<file path="src/rtl/gpio_in_if.sv">
// ----------------------------------------------------------------------------
// gpio_in_if
//   CPU-side register bus for the gpio_in block: block select, load and
//   store strobes, word offset, store data, registered load data and the
//   interrupt request.
//
//   master : the CPU / address decoder driving accesses
//   slave  : the gpio_in register block
//
//   sel      address decoded to this block's window
//   re       load access (qualified by sel)
//   we       store access (qualified by sel)
//   addr     word offset: 0=DATA 1=EDGE 2=IRQ_EN 3=reserved
//   wr_data  store data
//   rd_data  load data, one cycle after issue, zero when idle
//   irq      level interrupt request
// ----------------------------------------------------------------------------
interface gpio_in_if;
    logic        sel;
    logic        re;
    logic        we;
    logic [1:0]  addr;
    logic [31:0] wr_data;
    logic [31:0] rd_data;
    logic        irq;

    modport master (
        output sel, re, we, addr, wr_data,
        input  rd_data, irq
    );

    modport slave (
        input  sel, re, we, addr, wr_data,
        output rd_data, irq
    );
endinterface

</file>
<file path="src/rtl/gpio_in.sv">
// ----------------------------------------------------------------------------
// gpio_in
//   Memory-mapped GPIO input port. Raw pins are synchronised with two flops,
//   then each bit is debounced: a new level must persist for DB_CYCLES
//   consecutive cycles before it is accepted into the stable value. Rising
//   edges of the stable value set sticky EDGE flags (write-1-to-clear), and
//   irq is raised when any enabled flag is set.
//
//   Ports
//     clk        system clock
//     rst_n      asynchronous active-low reset
//     gpio_in_i  raw external pins, asynchronous to clk
//     bus        register bus (slave modport of gpio_in_if)
//
//   Register map (word offsets)
//     0  DATA    debounced pin levels, read-only
//     1  EDGE    sticky rising-edge flags, write 1 to clear
//     2  IRQ_EN  per-bit interrupt enable
//     3  reserved, reads 0, writes ignored
// ----------------------------------------------------------------------------
module gpio_in #(
    parameter int WIDTH     = 8,
    parameter int DB_CNT_W  = 16,
    parameter int DB_CYCLES = 50000
) (
    input  logic             clk,
    input  logic             rst_n,
    input  logic [WIDTH-1:0] gpio_in_i,
    gpio_in_if.slave         bus
);

    localparam logic [1:0] ADDR_DATA   = 2'd0;
    localparam logic [1:0] ADDR_EDGE   = 2'd1;
    localparam logic [1:0] ADDR_IRQ_EN = 2'd2;

    // Terminal count: the change is accepted on the cycle the counter
    // would otherwise reach DB_CYCLES, so the counter never exceeds this.
    localparam logic [DB_CNT_W-1:0] CNT_TC = DB_CNT_W'(DB_CYCLES - 1);

    logic [WIDTH-1:0]    sync1_q;
    logic [WIDTH-1:0]    sync2_q;
    logic [WIDTH-1:0]    stable_q;
    logic [WIDTH-1:0]    stable_d;
    logic [DB_CNT_W-1:0] cnt_q [WIDTH];
    logic [DB_CNT_W-1:0] cnt_d [WIDTH];
    logic [WIDTH-1:0]    edge_q;
    logic [WIDTH-1:0]    edge_d;
    logic [WIDTH-1:0]    irq_en_q;
    logic [WIDTH-1:0]    irq_en_d;
    logic [31:0]         rd_data_q;
    logic [31:0]         rd_data_d;
    logic                irq_q;
    logic                irq_d;
    logic [WIDTH-1:0]    rise;
    logic                wr_en;
    logic                rd_en;

    // Store data above WIDTH carries no meaning for this block.
    logic unused_wr_data;
    assign unused_wr_data = ^bus.wr_data[31:WIDTH];

    assign wr_en = bus.sel & bus.we;
    assign rd_en = bus.sel & bus.re;

    // ------------------------------------------------------------------
    // Two-flop synchroniser
    // ------------------------------------------------------------------
    always_ff @(posedge clk or negedge rst_n) begin
        if (!rst_n) begin
            sync1_q <= '0;
            sync2_q <= '0;
        end else begin
            sync1_q <= gpio_in_i;
            sync2_q <= sync1_q;
        end
    end

    // ------------------------------------------------------------------
    // Per-bit debounce: count consecutive cycles where the synchronised
    // level disagrees with the accepted level; any agreement restarts it.
    // ------------------------------------------------------------------
    always_comb begin
        stable_d = stable_q;
        for (int i = 0; i < WIDTH; i++) begin
            cnt_d[i] = '0;
            if (sync2_q[i] != stable_q[i]) begin
                if (cnt_q[i] == CNT_TC) begin
                    stable_d[i] = sync2_q[i];
                end else begin
                    cnt_d[i] = cnt_q[i] + 1'b1;
                end
            end
        end
    end

    always_ff @(posedge clk or negedge rst_n) begin
        if (!rst_n) begin
            stable_q <= '0;
            for (int i = 0; i < WIDTH; i++) begin
                cnt_q[i] <= '0;
            end
        end else begin
            stable_q <= stable_d;
            for (int i = 0; i < WIDTH; i++) begin
                cnt_q[i] <= cnt_d[i];
            end
        end
    end

    assign rise = stable_d & ~stable_q;

    // ------------------------------------------------------------------
    // Register writes. A rise in the same cycle as a clear keeps the flag
    // set so no edge is ever lost to a racing acknowledge.
    // ------------------------------------------------------------------
    always_comb begin
        edge_d   = edge_q | rise;
        irq_en_d = irq_en_q;
        if (wr_en) begin
            case (bus.addr)
                ADDR_EDGE:   edge_d   = (edge_q & ~bus.wr_data[WIDTH-1:0]) | rise;
                ADDR_IRQ_EN: irq_en_d = bus.wr_data[WIDTH-1:0];
                default:     ;
            endcase
        end
    end

    // ------------------------------------------------------------------
    // Register reads return the pre-update value; idle cycles return 0 so
    // the result can be OR-ed onto a shared load bus.
    // ------------------------------------------------------------------
    always_comb begin
        rd_data_d = '0;
        if (rd_en) begin
            case (bus.addr)
                ADDR_DATA:   rd_data_d = 32'(stable_q);
                ADDR_EDGE:   rd_data_d = 32'(edge_q);
                ADDR_IRQ_EN: rd_data_d = 32'(irq_en_q);
                default:     rd_data_d = '0;
            endcase
        end
    end

    // irq follows the next-state flags so it tracks them with no extra lag.
    assign irq_d = |(edge_d & irq_en_d);

    always_ff @(posedge clk or negedge rst_n) begin
        if (!rst_n) begin
            edge_q    <= '0;
            irq_en_q  <= '0;
            rd_data_q <= '0;
            irq_q     <= 1'b0;
        end else begin
            edge_q    <= edge_d;
            irq_en_q  <= irq_en_d;
            rd_data_q <= rd_data_d;
            irq_q     <= irq_d;
        end
    end

    assign bus.rd_data = rd_data_q;
    assign bus.irq     = irq_q;

endmodule

</file>
<file path="src/flat_wrapper.sv">
// flat-port wrapper written by rule: the top's interface ports become plain ports
module gpio_in_flat 
#(
    parameter int WIDTH     = 8,
    parameter int DB_CNT_W  = 16,
    parameter int DB_CYCLES = 50000
)
  (clk, rst_n, gpio_in_i, bus_sel, bus_re, bus_we, bus_addr, bus_wr_data, bus_rd_data, bus_irq);
  gpio_in_if bus_i ();
  input  logic clk;
  input  logic rst_n;
  input  logic [WIDTH-1:0] gpio_in_i;
  input wire logic [$bits(bus_i.sel)-1:0] bus_sel;
  input wire logic [$bits(bus_i.re)-1:0] bus_re;
  input wire logic [$bits(bus_i.we)-1:0] bus_we;
  input wire logic [$bits(bus_i.addr)-1:0] bus_addr;
  input wire logic [$bits(bus_i.wr_data)-1:0] bus_wr_data;
  output wire logic [$bits(bus_i.rd_data)-1:0] bus_rd_data;
  output wire logic [$bits(bus_i.irq)-1:0] bus_irq;
  assign bus_i.sel = bus_sel;
  assign bus_i.re = bus_re;
  assign bus_i.we = bus_we;
  assign bus_i.addr = bus_addr;
  assign bus_i.wr_data = bus_wr_data;
  assign bus_rd_data = bus_i.rd_data;
  assign bus_irq = bus_i.irq;
  gpio_in #(.WIDTH(WIDTH), .DB_CNT_W(DB_CNT_W), .DB_CYCLES(DB_CYCLES)) u_core (.clk(clk), .rst_n(rst_n), .gpio_in_i(gpio_in_i), .bus(bus_i));
endmodule
</file>
<file path="config.mk">
export PLATFORM = sky130hd
export DESIGN_NAME = gpio_in_flat
export DESIGN_NICKNAME = d
export VERILOG_FILES = /design/src/rtl/gpio_in_if.sv /design/src/rtl/gpio_in.sv /design/src/flat_wrapper.sv
export SDC_FILE = /design/constraint.sdc
export NUM_CORES = 1
export LEC_CHECK = 0
export ABC_AREA = 1
export CORE_MARGIN = 5
export CORE_UTILIZATION = 55
export DETAILED_ROUTE_END_ITERATION = 8
export PLACE_DENSITY_LB_ADDON = 0.2
export SYNTH_ARGS = -nofsm -noshare
export SYNTH_HDL_FRONTEND = slang
export SYNTH_SLANG_ARGS = --single-unit
export TNS_END_PERCENT = 10
</file>
<file path="constraint.sdc">
create_clock -name clk -period 1.6 [get_ports clk]
set_input_delay 0.4 -clock clk [delete_from_list [all_inputs] [get_ports clk]]
set_output_delay 0.4 -clock clk [all_outputs]
set_load 0.02 [all_outputs]
</file>
After elaboration in Yosys (flattened, before gate mapping)
Cells that the tools add are included.
{ "op_classes": {"addsub": 8, "n_eq_ne": 18, "n_mux": 38, "bitwise_logic": 9, "n_reduce_logical": 2} }
{ "ops": {"columns": ["op", "count"], "rows": [
  ["two-way mux 16 bit", 16],
  ["adder 16 x 1 -> 16 bit (second input constant)", 8],
  ["equality test 16 bit (second input constant)", 8],
  ["two-way mux 32 bit", 1],
  ["two-way mux 8 bit", 4],
  ["bitwise AND 8 bit", 3],
  ["case mux 8 bit (3 select lines)", 1],
  ["two-way mux 1 bit", 16],
  ["inverter 8 bit", 2],
  ["OR 8 bit", 2],
  ["!= test 1 bit", 8],
  ["OR reduction 8 bit", 1],
  ["bitwise AND 1 bit", 2],
  ["equality test 2 x 1 -> 1 bit (second input constant)", 1],
  ["equality test 2 bit (second input constant)", 1],
  ["logical NOT 2 bit", 1]
]} }
{ "word_totals": {"reg_bits": 201, "inputBits": 47, "out_inout_bits": 33} }

Depth between registers and ports, before layout
Gate-level depths: netlist of the first run.
{ "logic_depth": {"word_depth": 9, "ltp_mapped": 11, "ltp_nobuf": 10} }

Least setup slack after synthesis of the first run
Ideal clock, no wire load.
{ "synth_timing": {"kind": "register -> register", "from": "reg u_core.cnt_q[64] (netlist name)", "to": "reg u_core.cnt_q[76] (netlist name)", "setup_ns": 0.123, "arrival_ns": 1.290, "t_required_ns": 1.477, "path_slack_ns": 0.187, "stages_incl_launch_ff": 9, "path_buffers": 0, "synth_period_minus_slack_ns": 1.413, "cell_sequence": "dfrtp_1 ha_1 nand2_1 nor2_1 nand3_1 nor3_2 nand2_1 o21ai_0 a21oi_1"} }
{ "synth_lines": {"columns": ["element", "line", "source"], "rows": [
  ["from (decl)", "gpio_in.sv:44", "logic [DB_CNT_W-1:0] cnt_q [WIDTH];"],
  ["from (signal, indexed assignment)", "gpio_in.sv:105", "cnt_q[i] <= cnt_d[i];"]
]} }

==> results of run 1 <==
[layout make-up]
class                      instances  area, µm²  area share
inverter                         149        562      0.0531
tap                              216        270      0.0256
timing repair buffer              85        746      0.0705
clock inverter                    14        135      0.0128
clock buffer                      18        429      0.0406
sequential                       177       4430       0.419
multi-input combinational        721       4000       0.378
[metrics by stage]
step | setup TNS, ns | cells | instance area [µm²]
floorplan | 0 | 1074 | 8970
global placement | -0.268 | 1333 | 9680
detailed placement | -0.622 | 1333 | 9680
CTS | 0 | 1366 | 10200
global route | -0.642 | 1380 | 10600
finish | 0 | 1380 | 10600
[flip-flops by register name (all words and copies together) (netlist names)]
register / flops
u_core.bus.irq: 1
u_core.bus.rd_data: 8
u_core.irq_en_q: 8
u_core.sync1_q: 8
u_core.stable_q: 8
u_core.cnt_q: 128
u_core.sync2_q: 8
u_core.edge_q: 8
[power groups by stage]
| stage | clock network [mW] | logic (mW) | registers, mW |
|---|---|---|---|
| floorplan | 0 | 0.395 | 4.82 |
| global placement | 0 | 0.684 | 4.83 |
| detailed placement | 0 | 0.695 | 4.83 |
| CTS | 4.04 | 0.687 | 4.74 |
| global route | 4.25 | 0.818 | 4.77 |
| finish | 3.96 | 0.711 | 4.75 |
[layer usage]
layer | part of all wire | routed length, µm
met1 | 0.46 | 8030
met2 | 0.50 | 8560
met3 | 0.032 | 552
met4 | 0.0088 | 153
met5 | 0 | 0
[synth_stat cells (all sizes together), types with 11 or more instances]
cell and n:
a21oi 53, buf 27, dfrtp 177, inv 149
nand2 198, nand3 66, nand4 16, nor2 178
nor3 53, nor4 11, o21a 16, o21ai 40
xor2 27
[cells in the final DEF, fill, tap and decap left out, types with 9 or more instances in the layout]
cell type          n
dfrtp_1          177
a21oi_1           52
inv_1            139
nand2_2           16
conb_1            24
xor2_1            27
nor2_1           154
nor3_1            30
nor2_4            13
nand3_2           12
clkbuf_16         17
clkdlybuf4s50_1   21
o21ai_1           11
dlygate4sd2_1      9
inv_2              9
nand3_1           51
nor4_1            11
o21a_1            16
nor2_2            11
nand4_1           16
nand2_1          179
o21ai_0           29
buf_4             50
nor3_4            15
[worst paths after layout]
| path | to | slack, ns | cells after the start |
|---|---|---|---|
| max in group asynchronous | u_core.cnt_q[79]$_DFF_PN0_ | 0.59 | 3 |
| setup reg to reg | u_core.cnt_q[14]$_DFF_PN0_ | 0.01 | 10 |
| hold / removal | u_core.sync2_q[3]$_DFF_PN0_ | 0.35 | 0 |
| setup / recovery | u_core.cnt_q[14]$_DFF_PN0_ | 0.01 | 10 |
| min in group asynchronous | u_core.cnt_q[115]$_DFF_PN0_ | 0.43 | 2 |
| hold reg to reg | u_core.sync2_q[3]$_DFF_PN0_ | 0.35 | 0 |
[worst max-delay path, delay by kind of cell (launching register included)]
kind | cells | cell delay [ns]
and+or+nand+nor | 9 | 0.89
adders and majority gates | 1 | 0.17
DFF | 1 | 0.41
[cells by family (layout without fill, tap and decap cells)]
family | Yosys count | after routing | synth area share
muxes | 6 | 6 | 0.00761
AOI/OAI and AO/OA | 117 | 117 | 0.0715
adders and majority gates | 8 | 8 | 0.0113
other | 1 | 24 | 0.000422
xor gates and xnor gates | 32 | 32 | 0.0315
buffers and inverters | 176 | 266 | 0.0862
DFF | 177 | 177 | 0.499
and+or+nand+nor | 534 | 534 | 0.293
[what timing repair did]
item,CTS,global route
endpoints found under the setup margin,9,55
buffers inserted,0,15
resized for setup,9,51
endpoints found under the hold margin,28,0
cloned,0,0
pin swaps,0,23
hold buffers,1,0
==> impl_metrics.tcl, run 1 <==
set metrics [dict create \
    wire_per_inst_um 12.5 \
    die_h_um 137 \
    die-area_mm2 0.0188 \
    crit_path_cell_trace "ha_4 -> nand3_4 -> nor2_4 -> nand2_2 -> nor2_4 -> nand2_4 -> nor3_4 -> nand2_1 -> nand2_1 -> nor2_1" \
    die_x_um 137 \
    hold_class "flip-flop to flip-flop" \
    outcome "finished clean" \
    skew_ns 0.00836 \
    drc_errors 0 \
    syn_inst 1051 \
    grt_overflow 0 \
    pwr-share-clk 0.420 \
    min_period_ns 1.59 \
    clock_latency_ns 0.43 \
    fmax_mhz 631 \
    pre_cts_slack_ns -0.319 \
    vias_per_cell 4.97 \
    grtUsageMet2 0.320 \
    grt_use_met3 0.0419 \
    synth_area_mm2 0.00888 \
    max-clock-path-buffers 2 \
    holdWs_ns 0.350 \
    yosysTopAreaCell "dfrtp_1" \
    initial_core_util 0.559 \
    clkTransAtPathRegs_ns 0.07 \
    synth_area_leaders "dfrtp_1 50%, nand2_1 7.7%, nor2_1 6.9%" \
    power.internal_mw 7.07 \
    fill_cells 1275 \
    rows 46 \
    slowest_delay_ns 0.41 \
    power.leakage_nw 5.00 \
    grtUsageTotal 0.198 \
    p_seq_frac 0.505 \
    grtUsageMet1 0.273 \
    core_mm2 0.0159 \
    post-route-util 0.665 \
    grt_max_degree 49 \
    async_reset_ff_frac 1.00 \
    synth.distinct_cells 33 \
    critPathKind "flip-flop to flip-flop" \
    port_buffers 31 \
    place.gp.congestion 0.861 \
    grt_first_pass_wirelength_mm 29.9 \
    slew_violations 0 \
    drtAntennaViolNets 0 \
    worstPathArrival_ns 1.90 \
    setup_viol 0 \
    hold_violations 0 \
    synth_seq_area_share 0.499 \
    io_pins 80 \
    antenna_found_initial 0 \
    synth_edf_count 0 \
    vias 6859 \
    p_sw_mw 2.35 \
    switching_share 0.250 \
    fin_nets 1206 \
    grt_setup_unrepaired "yes" \
    combPwrFrac 0.075 \
    root_buffer "clkbuf_16" \
    drive_above_1_share 0.164 \
    p_total_mw 9.42 \
    yosys_warnings 0 \
    grt_pass1_vias 6462 \
    p_per_area_mw_per_mm2 891 \
    hp-start "u_core.sync1_q[3]$_DFF_PN0_" \
    top_usage_layer "met2" \
    timing.critical_path.required_ns 1.92 \
    cts.htree.levels 4 \
    yosys_register_bits 177 \
    cts_made_buffers 17 \
    cp_slowest_cell "dfrtp_1" \
    clock-sinks 177 \
    setup_ws_ns 0.0149 \
    drtIter0Drc 396 \
    drtPass1Iterations 4 \
    crit_path_start "u_core.cnt_q[0]$_DFF_PN0_" \
    startpoint_type "flip-flop" \
    synth_top_area_share 0.499 \
    ir_drop_mv 0.785 \
    num_antenna_cells 0 \
    r2r-start "u_core.cnt_q[0]$_DFF_PN0_" \
    period_share 0.991 \
    post-dp-hpwl_mm 12.5 \
    cp_max_fo 5 \
    area_delta_synth_final_pct 19.0 \
    synth_area_per_cell_um2 8.45 \
    finalWirelength_mm 17.3 \
    crit_path_end_kind "flip-flop" \
    cts_tree "built" \
    max_cap_violations 0 \
    synth_ff_type "dfrtp_1" \
]
Note: power is estimated with default switching activity, not from simulation.
==> inputs of run 2 (changes only) <==
GPL_ROUTABILITY_DRIVEN = 1   (was not set)
==> results of run 2 <==
Same layout as run 1: the final DEF is identical, and so are final timing and power.
